--- src/rtl/multdiv_pkg.sv ---
// Shared encodings for the iterative multiply/divide sequencer.
// MULTDIV_DIVIDE_EN selects whether the DIV/DIVU datapath is built.
package multdiv_pkg;

  typedef enum logic [1:0] {
    OP_MULT  = 2'b00,
    OP_MULTU = 2'b01,
    OP_DIV   = 2'b10,
    OP_DIVU  = 2'b11
  } op_e;

  typedef enum logic [2:0] {
    S_IDLE = 3'd0,
    S_PREP = 3'd1,
    S_ITER = 3'd2,
    S_FIX  = 3'd3,
    S_DONE = 3'd4
  } state_e;

`ifdef MULTDIV_DIVIDE_EN
  localparam bit DIV_EN = 1'b1;
`else
  localparam bit DIV_EN = 1'b0;
`endif

  function automatic logic is_div(input logic [1:0] op);
    return op[1];
  endfunction

  function automatic logic is_signed_op(input logic [1:0] op);
    return ~op[0];
  endfunction

endpackage

--- src/rtl/multdiv_step.sv ---
// One iteration of the shared datapath: shift-add multiply or restoring divide.
// The divide half exists only when MULTDIV_DIVIDE_EN is defined.
module multdiv_step #(
  parameter int WIDTH = 32
) (
  input  logic [2*WIDTH:0] acc_i,
  input  logic [WIDTH:0]   opnd_i,
  input  logic             div_i,
  output logic [2*WIDTH:0] acc_o,
  output logic             q_o
);

  // Multiply: upper WIDTH+1 bits accumulate, lower bits hold the unconsumed multiplier.
  logic [WIDTH:0] sum;

`ifdef MULTDIV_DIVIDE_EN
  // Divide: upper bits are the partial remainder, lower bits shift dividend out / quotient in.
  logic [WIDTH:0]   trial;
  logic [WIDTH+1:0] diff;
`else
  logic unused_div;
  assign unused_div = div_i;
`endif

  always_comb begin
    sum   = acc_i[2*WIDTH:WIDTH] + (acc_i[0] ? opnd_i : '0);
    acc_o = {1'b0, sum, acc_i[WIDTH-1:1]};
    q_o   = 1'b0;
`ifdef MULTDIV_DIVIDE_EN
    trial = {acc_i[2*WIDTH-1:WIDTH], acc_i[WIDTH-1]};
    diff  = {1'b0, trial} - {1'b0, opnd_i};
    if (div_i) begin
      q_o   = ~diff[WIDTH+1];
      acc_o = {(diff[WIDTH+1] ? trial : diff[WIDTH:0]), acc_i[WIDTH-2:0], 1'b0};
    end
`endif
  end

endmodule

--- src/rtl/multdiv_sequencer.sv ---
// MULT/MULTU/DIV/DIVU controller writing HI/LO over WIDTH iterations.
// Divide support is built only when MULTDIV_DIVIDE_EN is defined.
module multdiv_sequencer
  import multdiv_pkg::*;
#(
  parameter int WIDTH = 32
) (
  input  logic             Clk,
  input  logic             Reset,
  input  logic             Start,
  input  logic [1:0]       Op,
  input  logic [WIDTH-1:0] A,
  input  logic [WIDTH-1:0] B,
  input  logic             HiLoRead,
  output logic             Busy,
  output logic             Done,
  output logic             Stall,
  output logic [WIDTH-1:0] Hi,
  output logic [WIDTH-1:0] Lo,
  output logic             DivByZero,
  output state_e           State
);

  localparam int CNT_W = $clog2(WIDTH + 1);

  state_e             state_q;
  op_e                op_q;
  logic [WIDTH-1:0]   a_q, b_q;
  logic [2*WIDTH:0]   acc_q, acc_d;
  logic [WIDTH:0]     opnd_q;
  logic [CNT_W-1:0]   cnt_q;
  logic               neg_q, rem_neg_q;
  logic [WIDTH-1:0]   hi_q, lo_q;
  logic               busy_q, done_q, dbz_q;

  logic               sgn, a_neg, b_neg;
  logic [WIDTH:0]     a_ext, b_ext, a_mag, b_mag;
  logic [2*WIDTH:0]   step_acc;
  logic               step_q;
  logic [2*WIDTH-1:0] prod;
  logic [WIDTH-1:0]   quo, rem;

  // Magnitudes are WIDTH+1 bits so that the most negative operand has a representable absolute value.
  always_comb begin
    sgn   = is_signed_op(op_q);
    a_neg = sgn & a_q[WIDTH-1];
    b_neg = sgn & b_q[WIDTH-1];
    a_ext = {a_neg, a_q};
    b_ext = {b_neg, b_q};
    a_mag = a_neg ? -a_ext : a_ext;
    b_mag = b_neg ? -b_ext : b_ext;
    prod  = acc_q[2*WIDTH-1:0];
    quo   = acc_q[WIDTH-1:0];
    rem   = acc_q[2*WIDTH-1:WIDTH];
    acc_d = step_acc | {{(2*WIDTH){1'b0}}, step_q};
  end

  multdiv_step #(.WIDTH(WIDTH)) u_step (
    .acc_i  (acc_q),
    .opnd_i (opnd_q),
    .div_i  (is_div(op_q)),
    .acc_o  (step_acc),
    .q_o    (step_q)
  );

  always_ff @(posedge Clk) begin
    if (Reset) begin
      state_q   <= S_IDLE;
      op_q      <= OP_MULT;
      a_q       <= '0;
      b_q       <= '0;
      acc_q     <= '0;
      opnd_q    <= '0;
      cnt_q     <= '0;
      neg_q     <= 1'b0;
      rem_neg_q <= 1'b0;
      hi_q      <= '0;
      lo_q      <= '0;
      busy_q    <= 1'b0;
      done_q    <= 1'b0;
      dbz_q     <= 1'b0;
    end else begin
      done_q <= 1'b0;
      dbz_q  <= 1'b0;
      case (state_q)
        S_IDLE: begin
          if (Start) begin
            op_q <= op_e'(Op);
            a_q  <= A;
            b_q  <= B;
            if (!DIV_EN && is_div(Op)) begin
              state_q <= S_DONE;
              done_q  <= 1'b1;
            end else begin
              state_q <= S_PREP;
              busy_q  <= 1'b1;
            end
          end
        end
        S_PREP: begin
          if (DIV_EN && is_div(op_q) && (b_q == '0)) begin
            state_q <= S_DONE;
            busy_q  <= 1'b0;
            done_q  <= 1'b1;
            dbz_q   <= 1'b1;
          end else begin
            state_q   <= S_ITER;
            cnt_q     <= CNT_W'(WIDTH);
            neg_q     <= a_neg ^ b_neg;
            rem_neg_q <= a_neg;
            if (is_div(op_q)) begin
              acc_q  <= {{(WIDTH+1){1'b0}}, a_mag[WIDTH-1:0]};
              opnd_q <= b_mag;
            end else begin
              acc_q  <= {{(WIDTH+1){1'b0}}, b_mag[WIDTH-1:0]};
              opnd_q <= a_mag;
            end
          end
        end
        S_ITER: begin
          acc_q <= acc_d;
          cnt_q <= cnt_q - CNT_W'(1);
          if (cnt_q == CNT_W'(1)) state_q <= S_FIX;
        end
        S_FIX: begin
          // Quotient truncates toward zero; remainder follows the dividend's sign.
          if (DIV_EN && is_div(op_q)) begin
            lo_q <= neg_q ? -quo : quo;
            hi_q <= rem_neg_q ? -rem : rem;
          end else begin
            {hi_q, lo_q} <= neg_q ? -prod : prod;
          end
          state_q <= S_DONE;
          busy_q  <= 1'b0;
          done_q  <= 1'b1;
        end
        S_DONE: state_q <= S_IDLE;
        default: begin
          state_q <= S_IDLE;
          busy_q  <= 1'b0;
        end
      endcase
    end
  end

  assign Busy      = busy_q;
  assign Done      = done_q;
  assign DivByZero = dbz_q;
  assign Stall     = busy_q & HiLoRead;
  assign Hi        = hi_q;
  assign Lo        = lo_q;
  assign State     = state_q;

endmodule
--- config.mk ---
export PLATFORM = sky130hd
export DESIGN_NAME = multdiv_sequencer
export DESIGN_NICKNAME = d
export VERILOG_FILES = /design/src/rtl/multdiv_pkg.sv /design/src/rtl/multdiv_step.sv /design/src/rtl/multdiv_sequencer.sv
export SDC_FILE = /design/constraint.sdc
export NUM_CORES = 1
export LEC_CHECK = 0
export BUFFER_PORTS_ARGS = -buffer_cell sky130_fd_sc_hd__buf_2
export CORE_AREA = 5 5 189 191
export DETAILED_ROUTE_END_ITERATION = 10
export DIE_AREA = 0 0 194 196
export SETUP_SLACK_MARGIN = 0.4
export SYNTH_ARGS = -nofsm -noshare
export SYNTH_HDL_FRONTEND = slang
export SYNTH_SLANG_ARGS = --single-unit
--- constraint.sdc ---
create_clock -name Clk -period 3.85 [get_ports Clk]
set_clock_uncertainty 0.2 [all_clocks]
set_input_delay 0.1925 -clock Clk [delete_from_list [all_inputs] [get_ports Clk]]
set_output_delay 0.1925 -clock Clk [all_outputs]
set_load 0.05 [all_outputs]
* After elaboration in Yosys (flattened, before gate mapping)
Cells that the tools add are included.
Word-level totals: input bits 70, output and inout port bits 71, word-level logic and storage cells 55, register bits 240
Cells by class: bitwise operators 6, $add $sub $neg 5, equality and inequality tests 8, reduce and logical (&&, ||, !) cells 6, muxes and demuxes 18
Operator list (count):
- 33-bit two-way mux | 4
- 65-bit case mux with 2 select lines | 1
- 33-bit negation | 2
- 64-bit two-way mux | 1
- 64-bit negation | 1
- 33-bit adder | 1
- 32-bit two-way mux | 1
- 3-bit case mux with 4 select lines | 1
- 6-bit case mux with 2 select lines | 1
- 3-bit two-way mux | 3
- 3-bit by 2-bit == test with 1-bit output, second input constant | 2
- 6-bit by 1-bit == test with 1-bit output, second input constant | 1
- 2-bit != test, second input constant | 3
- 6-bit by 1-bit subtractor with 6-bit output, second input constant | 1
- 1-bit two-way mux | 4
- 1-bit case mux with 2 select lines | 2
- 2-bit AND reduction | 2
- 1-bit bitwise AND | 3
- 3-bit by 1-bit == test with 1-bit output, second input constant | 1
- 3-bit == test, second input constant | 1
- 3-bit logical NOT | 1
- 3-bit AND reduction | 1
- 3-bit OR reduction | 1
- 1-bit inverter | 2
- other kinds (2) | 2

* Depth between registers and ports, before layout
depth after elaboration 6, mapped depth 16, gate-level depth less buffers 14

* By module
A second synthesis with hierarchy kept.
Second synthesis, totals: cells, all modules 1793, area total of the unflattened synthesis 14133.6 um2
By module, submodules not included:
- multdiv_sequencer | area each 11928.9 um2, cells each 1482, sequential area each 4804.6 um2, times used 1
- multdiv_step | area each 2204.6 um2, cells each 311, sequential area each 0.0 um2, times used 1

* Least setup slack after synthesis
OpenSTA, ideal clock, no wires.
kind flip-flop to flip-flop, start point register acc_q[0], end point register acc_q[62], slack 96 ps, required time 3533 ps, arrival time 3437 ps, setup time 117 ps, path buffers 2, clock period less this slack 3754 ps, stages on the path, launching flop included 15, cells stage by stage dfxtp_1 clkbuf_1 clkbuf_1 and2_1 ha_1 a21o_1 a21o_1 a221o_1 a221o_1 a21oi_1 o221ai_1 a221oi_1 o21ai_0 xor2_1 a22o_1
On the way: word-level cells in the longest chain between the ends 3
RTL lines:
- start, declared | RTL line multdiv_sequencer.sv:29 | logic [2*WIDTH:0] acc_q, acc_d;
- start signal, assigned | RTL line multdiv_sequencer.sv:112 | acc_q <= {{(WIDTH+1){1'b0}}, a_mag[WIDTH-1:0]};
- start signal, assigned | RTL line multdiv_sequencer.sv:115 | acc_q <= {{(WIDTH+1){1'b0}}, b_mag[WIDTH-1:0]};
- 33-bit two-way mux | RTL line multdiv_step.sv:26 | sum = acc_i[2*WIDTH:WIDTH] + (acc_i[0] ? opnd_i : '0);
- 33-bit adder | RTL line multdiv_step.sv:26
- 65-bit case mux with 2 select lines | RTL line multdiv_sequencer.sv:85 | case (state_q)
Every way passes these cells. The select of a mux whose other input is x is not followed. A chain may end at the register's enable or synchronous reset.

* Worst setup path after layout
Same ends and word-level chain as after synthesis.

==> results.cfg <==
[yosys]
syn-cell-area_um2 = 13300
yosysTopAreaCell = dfxtp_1
synth_cells = 1703
yosys.area_share.simple = 0.208
synth_top_family_by_area = compound AO/OA/AOI/OAI gates
synthMuxAreaShare = 0.00602
synth_seq_cells = 239
synth_top_area_frac = 0.360
synth_compound_area_frac = 0.251
ys.flop_type = dfxtp_1
ys_top_cells_by_area = dfxtp_1, nand2_1, a21oi_1
syn-num-nets = 1811
yosys_warnings = 0
synth_xor_area_frac = 0.0968
synth_cell_type_count = 70
synth-edff-count = 0
ys_seq_area_frac = 0.360
synth.avg_cell_area_um2 = 7.81
async_reset_ff_frac = 0
synth_fa_ha_area_frac = 0.0363

[drt]
wl_um = 41300
route.antenna.remaining_nets = 0
drt-pass1-iter-count = 5
vias = 12576
drt_iter0_markers = 673
wl_per_cell_um = 17.7
vias_per_cell = 5.39
drc_errors = 0

[grt]
antenna_found_initial = 0
grt_max_degree = 72
grt_usage = 0.206
first_global_vias = 11800
grt_overflow = 0
grt_pass1_wl_um = 65000

[die]
core_um2 = 33900
dieArea_um2 = 38000
floorplan.initialDensity = 0.392
die_h_um = 196
rows = 68
io_pins = 141
die_x_um = 194

[layout]
drive_above_1_share = 0.146
diodes = 0
nets = 1966
area_growth_pct = 22.9

[worst_setup_path]
cp_top_family = compound AO/OA/AOI/OAI gates
worstPathRequired_ns = 4.08
crit_path_start_kind = register
worst-endpoint-arrival_ns = 3.58
cp_slowest_cell = a221o_1
slowest_delay_ns = 0.37
worstPathCellList = buf_4 -> and2_1 -> ha_2 -> a211oi_2 -> nor2_2 -> a221o_1 -> a221o_1 -> a21oi_2 -> o221ai_2 -> a221oi_2 -> o21ai_1 -> xor2_1 -> a22o_1
cpMostUsedCell = a221o_1
cp_num_buf_inv = 1
critPathMaxFanout = 6
critPathCaptureType = register
critPathKind = register to register

[sta]
slew_headroom = 0.358
slew_violations = 0
worst_pin_slew_ns = 0.958
fin_tns_setup_ns = 0
rsz0062_at_grt = true
max_freq_ghz = 0.299
timing.final.crit_share = 0.870
hold_viol = 0
setup_violations = 0
final.min_clock_period_ns = 3.35

[place]
gp_congestion = 1.02
numPortBuffers = 139
dp_hpwl_um = 31100

[clocking]
htreeDepth = 1
clock_latency_ns = 0.54
cts_buffer_depth = 3
cts_made_buffers = 28
cts_sinks = 239
root_buffer = clkbuf_16
clkTransAtPathRegs_ns = 0.06
cts_tree = yes

[power_and_ir_drop]
peakVddDrop_uv = 357
total_power_mw = 6.64
power_density_nw_per_um2 = 407
p_leak_nw = 6.57

[run]
drv_cap = 0

[outcome]
status = finished, final reports clean

[worst_hold_path]
hold_class = primary input to register
[synth_stat cells (all sizes together) (15+ instances only)]
library cell and n:
inv 21, xnor2 62, a211oi 74, nor2 161
nand3 15, o21ai 54, o31ai 33, a22o 17
ha 37, o211ai 36, and2 36, clkbuf 103
nor4 15, a21oi 186, dfxtp 239, a22oi 31
xor2 85, buf 17, a21o 21, nand2 278
nor3 30
[worst reg2reg max path, stage by stage, from the launching register on]
cell and delay (ns):
dfxtp_4 0.36, buf_4 0.16, and2_1 0.14, ha_2 0.21, a211oi_2 0.24, nor2_2 0.08, a221o_1 0.34, a221o_1 0.37
a21oi_2 0.23, o221ai_2 0.16, a221oi_2 0.31, o21ai_1 0.11, xor2_1 0.15, a22o_1 0.20
[cells by family (layout without fill, tap and decap cells)]
| kind of cell | after synthesis | in the layout |
|---|---|---|
| buffers and inverters | 142 | 318 |
| AO/OA/AOI/OAI | 515 | 515 |
| adder cells (fa/ha/maj) | 38 | 38 |
| flip-flops | 239 | 239 |
| XOR/XNOR | 147 | 147 |
| AND/OR/NAND/NOR | 613 | 613 |
| multiplexers | 8 | 8 |
| other | 1 | 1 |
[worst paths after layout]
kind                    startpoint  slack, ns  cells past startpoint                endpoint
min                          B[27]       0.23                      4    b_q[27]$_SDFFE_PP0P_
min reg2reg    Hi[25]$_SDFFE_PP0P_       0.25                      2     Hi[25]$_SDFFE_PP0P_
max reg2reg  acc_q[0]$_SDFFE_PP0N_       0.50                     13  acc_q[62]$_SDFFE_PP0N_
max          acc_q[0]$_SDFFE_PP0N_       0.50                     13  acc_q[62]$_SDFFE_PP0N_
[flip-flops by register name (all words and copies together) (netlist names)]
name and cells:
b_q 32, opnd_q 33, Done 1, acc_q 64, State 3, a_q 32, Busy 1, Hi 32
neg_q 1, op_q 2, Lo 32, cnt_q 6
[what timing repair did]
action / CTS / global route
pin swaps: 1 / 10
endpoints found under the setup margin: 7 / 24
hold buffers: 69 / 0
resized for setup: 4 / 31
buffers inserted: 1 / 1
endpoints found under the hold margin: 123 / 0
[power by group]
group	switching, mW	internal [mW]	leakage (nW)
Sequential	0.102	2.56	1.94
Clock	1.07	1.87	0.504
Combinational	0.667	0.375	4.12
[layout make-up]
class	instances	area, µm²
clock buffers	38	810
inverters	22	82.6
clock inverters	13	231
repair buffers	245	1700
fillers	3323	17600
flip-flops and latches	239	4790
well taps	455	569
multi-input cells	1322	8160
[layout by cell type (no fill, tap or decap), types with 12 or more instances in the layout]
| cell | synthesis | routed |
|---|---|---|
| a211oi_1 | 74 | 73 |
| a21o_1 | 21 | 21 |
| a21oi_1 | 186 | 182 |
| a22o_1 | 17 | 17 |
| a22oi_1 | 31 | 31 |
| and2_1 | 36 | 35 |
| buf_2 | 0 | 138 |
| buf_4 | 1 | 35 |
| clkbuf_16 | 0 | 29 |
| dfxtp_1 | 239 | 236 |
| dlygate4sd3_1 | 0 | 69 |
| ha_1 | 37 | 30 |
| inv_1 | 21 | 21 |
| nand2_1 | 278 | 277 |
| nand2b_1 | 13 | 13 |
| nand3_1 | 14 | 14 |
| nor2_1 | 161 | 158 |
| nor3_1 | 29 | 26 |
| nor4_1 | 15 | 12 |
| o211ai_1 | 36 | 36 |
| o21ai_0 | 54 | 50 |
| o31ai_1 | 31 | 31 |
| xnor2_1 | 62 | 62 |
| xor2_1 | 85 | 85 |
[metal layers]
metal  vias up  routed length [µm]  share of wire  global-route usage
met4         0                 790          0.019              0.0464
met3        55                2110          0.051              0.0261
met1      5834               19700           0.48               0.294
met2       324               18700           0.45               0.334
met5         -                   0              0                   0
li1       6363                   -              -                   -
[stage by stage]
stage | hold slack (ns) | setup slack, ns | cell area (µm²) | utilization | std cells
finish | 0.232 | 0.501 | 16300 | 0.481 | 2334
detailed placement | 0.239 | 0.319 | 14400 | 0.425 | 2212
CTS | 0.208 | 0.385 | 16200 | 0.476 | 2333
global placement | 0.235 | 0.375 | 14400 | 0.425 | 2212
global route | 0.227 | 0.370 | 16300 | 0.481 | 2334
floorplan | 0.128 | 0.407 | 13300 | - | 1703
Note: power is estimated with default switching activity, not from simulation.
